$ cat src/rtl/alu_resp_framer.sv
// alu_resp_framer: turns one ALU result word (opcode echo, result, error flag)
// into a framed byte stream for the UART TX FIFO:
//   OP, STAT, LEN_LO, LEN_HI, PAYLOAD[0..NBYTES-1] (LSB first)
// The payload is dropped when the error flag is set.
// Optional macro ALU_FRAMER_CHKSUM_EN appends an XOR checksum byte (CHK).
// tx_data_o is registered; the first byte is valid the cycle after accept.
module alu_resp_framer #(
    parameter int RESULT_WIDTH_P = 32,  // multiple of 8, 8..64
    parameter int CNT_WIDTH_P    = 16
) (
    input  logic                      clk_i,
    input  logic                      rst_ni,
    input  logic                      res_valid_i,
    output logic                      res_ready_o,
    input  logic [7:0]                res_opcode_i,
    input  logic [RESULT_WIDTH_P-1:0] res_data_i,
    input  logic                      res_err_i,
    output logic [7:0]                tx_data_o,
    output logic                      tx_valid_o,
    input  logic                      tx_ready_i,
    output logic                      busy_o,
    output logic [CNT_WIDTH_P-1:0]    pkt_count_o
);

    localparam int NBYTES = RESULT_WIDTH_P / 8;
    localparam int IDX_W  = $clog2(NBYTES + 1);

`ifdef ALU_FRAMER_CHKSUM_EN
    localparam int CHK_BYTES = 1;
`else
    localparam int CHK_BYTES = 0;
`endif

    localparam logic [15:0] LEN_OK  = 16'(4 + NBYTES + CHK_BYTES);
    localparam logic [15:0] LEN_ERR = 16'(4 + CHK_BYTES);

    localparam logic [IDX_W-1:0] IDX_LAST = IDX_W'(NBYTES - 1);

    // state_q names the byte currently presented on tx_data_o
    localparam logic [2:0] ST_IDLE    = 3'd0;
    localparam logic [2:0] ST_HDR_OP  = 3'd1;
    localparam logic [2:0] ST_HDR_STAT = 3'd2;
    localparam logic [2:0] ST_LEN_LO  = 3'd3;
    localparam logic [2:0] ST_LEN_HI  = 3'd4;
    localparam logic [2:0] ST_PAYLOAD = 3'd5;
`ifdef ALU_FRAMER_CHKSUM_EN
    localparam logic [2:0] ST_CHK     = 3'd6;
`endif

    logic [2:0]                state_q, state_d;
    logic [IDX_W-1:0]          idx_q, idx_d;
    logic [7:0]                tx_data_q, tx_data_d;
    logic                      tx_valid_q, tx_valid_d;
    logic [CNT_WIDTH_P-1:0]    cnt_q, cnt_d;
    logic [RESULT_WIDTH_P-1:0] data_q;
    logic                      err_q;
    logic                      capture;
    logic                      xfer;
    logic                      body_done;
    logic [15:0]               len_w;
`ifdef ALU_FRAMER_CHKSUM_EN
    logic [7:0]                chk_q, chk_d;
`endif

    // Select payload byte i of the captured result (byte 0 = LSB)
    function automatic logic [7:0] byte_sel(input logic [RESULT_WIDTH_P-1:0] w,
                                            input logic [IDX_W-1:0] i);
        logic [7:0] b;
        b = 8'h00;
        for (int k = 0; k < NBYTES; k++) begin
            if (i == IDX_W'(k)) b = w[k*8 +: 8];
        end
        return b;
    endfunction

    assign xfer        = tx_valid_q && tx_ready_i;
    assign len_w       = err_q ? LEN_ERR : LEN_OK;
    assign res_ready_o = (state_q == ST_IDLE);
    assign busy_o      = (state_q != ST_IDLE);
    assign tx_data_o   = tx_data_q;
    assign tx_valid_o  = tx_valid_q;
    assign pkt_count_o = cnt_q;

    // Next-state logic: on each transfer advance and load the next byte
    always_comb begin
        state_d    = state_q;
        idx_d      = idx_q;
        tx_data_d  = tx_data_q;
        tx_valid_d = tx_valid_q;
        cnt_d      = cnt_q;
        capture    = 1'b0;
        body_done  = 1'b0;
`ifdef ALU_FRAMER_CHKSUM_EN
        chk_d      = chk_q;
        if (xfer) chk_d = chk_q ^ tx_data_q;
`endif
        case (state_q)
            ST_IDLE: begin
                if (res_valid_i) begin
                    capture    = 1'b1;
                    state_d    = ST_HDR_OP;
                    tx_data_d  = res_opcode_i;
                    tx_valid_d = 1'b1;
                    idx_d      = '0;
`ifdef ALU_FRAMER_CHKSUM_EN
                    chk_d      = 8'h00;
`endif
                end
            end
            ST_HDR_OP: begin
                if (xfer) begin
                    state_d   = ST_HDR_STAT;
                    tx_data_d = {7'b0, err_q};
                end
            end
            ST_HDR_STAT: begin
                if (xfer) begin
                    state_d   = ST_LEN_LO;
                    tx_data_d = len_w[7:0];
                end
            end
            ST_LEN_LO: begin
                if (xfer) begin
                    state_d   = ST_LEN_HI;
                    tx_data_d = len_w[15:8];
                end
            end
            ST_LEN_HI: begin
                if (xfer) begin
                    if (err_q) begin
                        body_done = 1'b1;
                    end else begin
                        state_d   = ST_PAYLOAD;
                        tx_data_d = byte_sel(data_q, '0);
                    end
                end
            end
            ST_PAYLOAD: begin
                if (xfer) begin
                    if (idx_q == IDX_LAST) begin
                        body_done = 1'b1;
                    end else begin
                        idx_d     = idx_q + IDX_W'(1);
                        tx_data_d = byte_sel(data_q, idx_d);
                    end
                end
            end
`ifdef ALU_FRAMER_CHKSUM_EN
            ST_CHK: begin
                if (xfer) begin
                    state_d    = ST_IDLE;
                    tx_valid_d = 1'b0;
                    cnt_d      = cnt_q + CNT_WIDTH_P'(1);
                end
            end
`endif
            default: begin
                state_d    = ST_IDLE;
                tx_valid_d = 1'b0;
            end
        endcase

        // Last header/payload byte just left: append CHK or close the frame
        if (body_done) begin
`ifdef ALU_FRAMER_CHKSUM_EN
            state_d   = ST_CHK;
            tx_data_d = chk_q ^ tx_data_q;
`else
            state_d    = ST_IDLE;
            tx_valid_d = 1'b0;
            cnt_d      = cnt_q + CNT_WIDTH_P'(1);
`endif
        end
    end

    // Control and output registers, cleared immediately on reset
    always_ff @(posedge clk_i or negedge rst_ni) begin
        if (!rst_ni) begin
            state_q    <= ST_IDLE;
            idx_q      <= '0;
            tx_data_q  <= 8'h00;
            tx_valid_q <= 1'b0;
            cnt_q      <= '0;
`ifdef ALU_FRAMER_CHKSUM_EN
            chk_q      <= 8'h00;
`endif
        end else begin
            state_q    <= state_d;
            idx_q      <= idx_d;
            tx_data_q  <= tx_data_d;
            tx_valid_q <= tx_valid_d;
            cnt_q      <= cnt_d;
`ifdef ALU_FRAMER_CHKSUM_EN
            chk_q      <= chk_d;
`endif
        end
    end

    // Result word capture; only meaningful while a frame is in flight
    always_ff @(posedge clk_i) begin
        if (capture) begin
            data_q <= res_data_i;
            err_q  <= res_err_i;
        end
    end

endmodule

$ cat config.mk
export PLATFORM = sky130hd
export DESIGN_NAME = alu_resp_framer
export DESIGN_NICKNAME = d
export VERILOG_FILES = /design/src/rtl/alu_resp_framer.sv
export SDC_FILE = /design/constraint.sdc
export NUM_CORES = 1
export LEC_CHECK = 0
export ABC_AREA = 1
export CAP_MARGIN = 20
export CORE_UTILIZATION = 25
export DETAILED_ROUTE_END_ITERATION = 8
export GPL_TIMING_DRIVEN = 0
export HOLD_SLACK_MARGIN = 0.1
export PLACE_DENSITY = 0.5
export SETUP_SLACK_MARGIN = 0.02
export SKIP_CTS_REPAIR_TIMING = 1
export SLEW_MARGIN = 10
export SYNTH_ARGS = -nofsm -noshare
export SYNTH_HDL_FRONTEND = slang
export SYNTH_SLANG_ARGS = --single-unit
$ cat constraint.sdc
create_clock -name clk_i -period 2.79 [get_ports clk_i]
set_input_delay 0.837 -clock clk_i [delete_from_list [all_inputs] [get_ports clk_i]]
set_output_delay 0.837 -clock clk_i [all_outputs]
set_load 0.05 [all_outputs]
After elaboration in Yosys (flattened, before gate mapping):

Index checks and enable logic that the tools add are counted.

* add/sub/neg operators: 2
* $mul: 0
* div/mod/pow operators: 0
* magnitude comparators: 0
* equality and inequality tests: 25
* shift-type cells: 0
* mux-type cells: 36
* bitwise gates (word level): 0
* reductions and logical operators: 11

Operator list (number)
* $mux W8: 12
* $pmux W8 S6: 1
* $mux W3: 10
* $ne A2 B2 Y1 const B: 9
* $pmux W3 S6: 1
* $add A16 B1 Y16 const B: 1
* $eq A3 B2 Y1 const B: 5
* $ne A3 B3 Y1 const B: 5
* $reduce_and A9 Y1: 1
* $mux W1: 8
* $reduce_and A7 Y1: 1
* $eq A3 B1 Y1 const B: 2
* $eq A3 B3 Y1 const B: 2
* $logic_not A3 Y1: 2
* $pmux W3 S2: 1
* $reduce_bool A6 Y1: 1
* $reduce_or A5 Y1: 1
* $mux W4: 1
* $pmux W1 S2: 2
* $reduce_and A4 Y1: 1
* $add A3 B1 Y3 const B: 1
* $ne A3 B2 Y1 const B: 1
* $reduce_bool A3 Y1: 1
* $ne A2 B1 Y1 const B: 1
* other kinds (3): 3

* register bits: 64
* latch bits: 0
* memory bits (writable): 0
* ROM bits: 0
* bits of input ports: 45
* memories kept: 0

Depth between registers and ports, before layout:

* word-level depth: 9
* depth in mapped cells: 12
* gate-level depth less buffers: 11

Worst setup path before layout:

OpenSTA, ideal clock, no wires.

* kind: register to register
* start: register state_q[0]
* end: register idx_q[1]
* arrival time: 2.902 ns
* required time: 2.664 ns
* setup slack: -0.239 ns
* cell stages (with the launch flop): 8
* path through: dfrtp_1 buf_6 nor2_1 nand2_2 nor2_1 o21ai_0 inv_1 o21ai_0

* cells in the longest elaborated chain, start to end: 3

RTL lines
* from (decl): line 50 `logic [2:0] state_q, state_d;`
* from (signal assigned): line 188 `state_q <= state_d;`
* $eq A3 B3 Y1 or $logic_not A3 Y1 (tied branches): line 97 `case (state_q)`
* $ne A2 B2 Y1 (no source line) or $reduce_bool A2 Y1 (tied branches)
* $reduce_and A4 Y1 (no source line)
* to (signal assigned): line 189 `idx_q <= idx_d;`
* to (decl): line 51 `logic [IDX_W-1:0] idx_q, idx_d;`

Several ways; a longest one is shown, not always the timed one.
A chain may end at the register's enable or synchronous reset.

Worst setup path after layout:

* start: register state_q[0]
* end: output port res_ready_o

* cells in the longest elaborated chain, start to end: 1

RTL lines
* $logic_not A3 Y1: line 78 `assign res_ready_o = (state_q == ST_IDLE);`
* to (decl): line 14 `output logic res_ready_o,`

No other way between the ends.

==> run metrics <==
die footprint=14,100 um2; mapped cell area=3410 um2; slowest stage delay, CP=0.42 ns; antenna violations before repair=0; non-filler cells in the finished layout=691; Worst Setup Path Type=reg2out; synth unique cells=30; die height=119 um; Clock Skew=0.00691 ns; Synth Instances=427; layout cells sized above 1=0.0699; Syn. warnings=0; Ports=72; Row Count=42; drt first pass iters=4; Slew @ Worst Pin=0.724 ns; Fin. Hold Viols=0; largest net degree at the start of global routing=32; first-pass GRT wire length=14,200 um; max-slew violation count=0; RSZ-0062 raised after global routing=no; Syn-to-layout area delta=36.6%; port bufs=71; Detailed Place HPWL=6540 um; Reg-to-Reg Start=idx_q[0]; dpl ws=0.208 ns; GP Congestion=0.900; Avg WL per Cell=12.3 um; Core Area=13,300 um2; Mapped Nets=479; #FFs+latches synth=64; fin crit share=0.910; Max Cap Viol=0; mean post-synth cell area=7.98 um2; setup_tns=0 ns; fin crit period=2.54 ns; R2R depth=12; worst min-delay path category=reg2reg; CP Capture Point=res_ready_o; overall power=0.00441 W; clk_lat worst skew=0.34 ns; Post-DRT Antenna Nets=0; status=complete, no violations; r2r setup slk=0.66 ns; Slowest-stage cell, CP=dlymetal6s2s_1; via count=3,012; initial core utilization=0.256; CTS tree=yes; Die Wd=119 um; clock tree sinks=64; vias per cell=4.36; Worst IR Drop VDD=0.472 mV; startpoint types=flip-flop; clk slew on worst S/H paths=0.06 ns; reg2reg end=tx_data_o[3]; post-synth top area share=0.291; Max FO, Critical Path=9; placed cells=675; # DRC=0; pwr/cell area=946 nW/um2; WL final=8470 um; crit end category=primary output; clk buf depth=2; worst path cell trace=buf_6 > nor2_1 > nand2_2 > inv_1 > dlymetal6s2s_1; H-Tree Depth=3; crit path DAT=1.70 ns; Ant. Diodes=0; drt first-iter violations=114; achievable clock frequency=0.394 GHz; number of global-route vias before repair=3,032; GR Overflow Total=0; headroom to the max-slew limit=0.518; root buf cell=clkbuf_16; Core Util, Final=0.350; register area share after synthesis=0.518; ranking of synthesized cells by area=edfxtp_1 29%, dfrtp_1 23%, nand2_1 19%; worst path required time=1.95 ns; P_leak=2.08 nW; gr usage total=0.133; CTS Buf Count=9; setup violators final=0; CP startpoint=state_q[0]; post-synth top area cell=edfxtp_1; Worst Setup Slack, final=0.250 ns; Nets=562
-- how the worst min path moves through the flow --
stage	startpoint	endpoint	slack, ns	depth (start not counted)
2_1_floorplan	idx_q[0]	idx_q[0]	0.51	1
3_3_place_gp	tx_data_o[3]	tx_data_o[3]	0.48	2
3_5_place_dp	tx_data_o[7]	tx_data_o[7]	0.47	2
4_1_cts	tx_data_o[7]	tx_data_o[7]	0.49	2
5_1_grt	tx_data_o[7]	tx_data_o[7]	0.51	2
6_report	tx_data_o[7]	tx_data_o[7]	0.49	2
-- logic make-up (layout without fill, tap and decap cells) --
group,Yosys count,after routing,share of synthesized area
AOI/OAI and AO/OA,21,21,0.0345
xor gates and xnor gates,8,8,0.0206
adders and majority gates,7,7,0.0257
buffers and inverters,55,143,0.0668
DFF,64,64,0.518
and+or+nand+nor,272,272,0.334
-- state kept, by name, indices dropped and copies added, names as in the netlist --
| name | flops |
|---|---|
| data_q | 32 |
| pkt_count_o | 16 |
| tx_data_o | 8 |
| idx_q | 3 |
| state_q | 3 |
| err_q | 1 |
| tx_valid_o | 1 |
-- per-layer routing --
| metal | share of wire | track usage | vias up |
|---|---|---|---|
| li1 | - | - | 1531 |
| met1 | 0.45 | 0.150 | 1384 |
| met2 | 0.47 | 0.223 | 82 |
| met3 | 0.045 | 0.0376 | 15 |
| met4 | 0.034 | 0.0775 | 0 |
| met5 | 0 | 0 | - |
-- power by group --
group          leakage, nW  internal, W  switching, W
sequential           0.715      0.00124      0.000134
combinational         1.24     0.000648       0.00133
clock                0.133     0.000609      0.000452
total                 2.08      0.00249       0.00191
-- layout by cell type, fill, tap and decap left out, drive strengths merged --
master	Yosys	routed
nand2	170	170
clkdlybuf4s50	0	68
inv	45	48
nand3	45	45
nor2	43	43
edfxtp	33	33
dfrtp	31	31
o21ai	15	15
buf	9	11
clkbuf	1	10
ha	7	7
nand4	6	6
nor3	5	5
xor2	5	5
xnor2	3	3
a21oi	2	2
nand3b	2	2
a21boi	2	2
clkinvlp	0	2
dlymetal6s2s	0	2
clkinv	0	2
o211ai	1	1
o22ai	1	1
or2	1	1
-- cell type report --
type | instances | area, um2
buffer | 10 | 58.8
clock buffer | 9 | 225
clock inverter | 7 | 55.1
fill | 1411 | 8640
inverter | 45 | 169
multi-input combinational | 308 | 1420
sequential | 64 | 1770
tap | 176 | 220
timing repair buffer | 72 | 738
-- through the flow --
step | hold WS (ns) | area [um2]
after floorplan | 0.511 | 3410
after global routing | 0.513 | 4660
after global placement | 0.483 | 4340
after detailed placement | 0.472 | 4370
after CTS | 0.489 | 4650
final | 0.486 | 4660
-- synthesized netlist by cell type (all sizes together) --
library cell and number:
o22ai 1, or2 1, o21ai 15, a21boi 2
buf 9, nand2 170, ha 7, edfxtp 33
nor3 5, xor2 5, o211ai 1, nand3 45
nand3b 2, nand4 6, nor2 43, a21oi 2
inv 45, xnor2 3, dfrtp 31, clkbuf 1
-- worst max-delay path: cells and delay by family (launching register included) --
kind	cells	cell delay, ns
buf+inv	3	0.65
simple gates	2	0.34
flops	1	0.37
(Power assumes the default switching activity.)
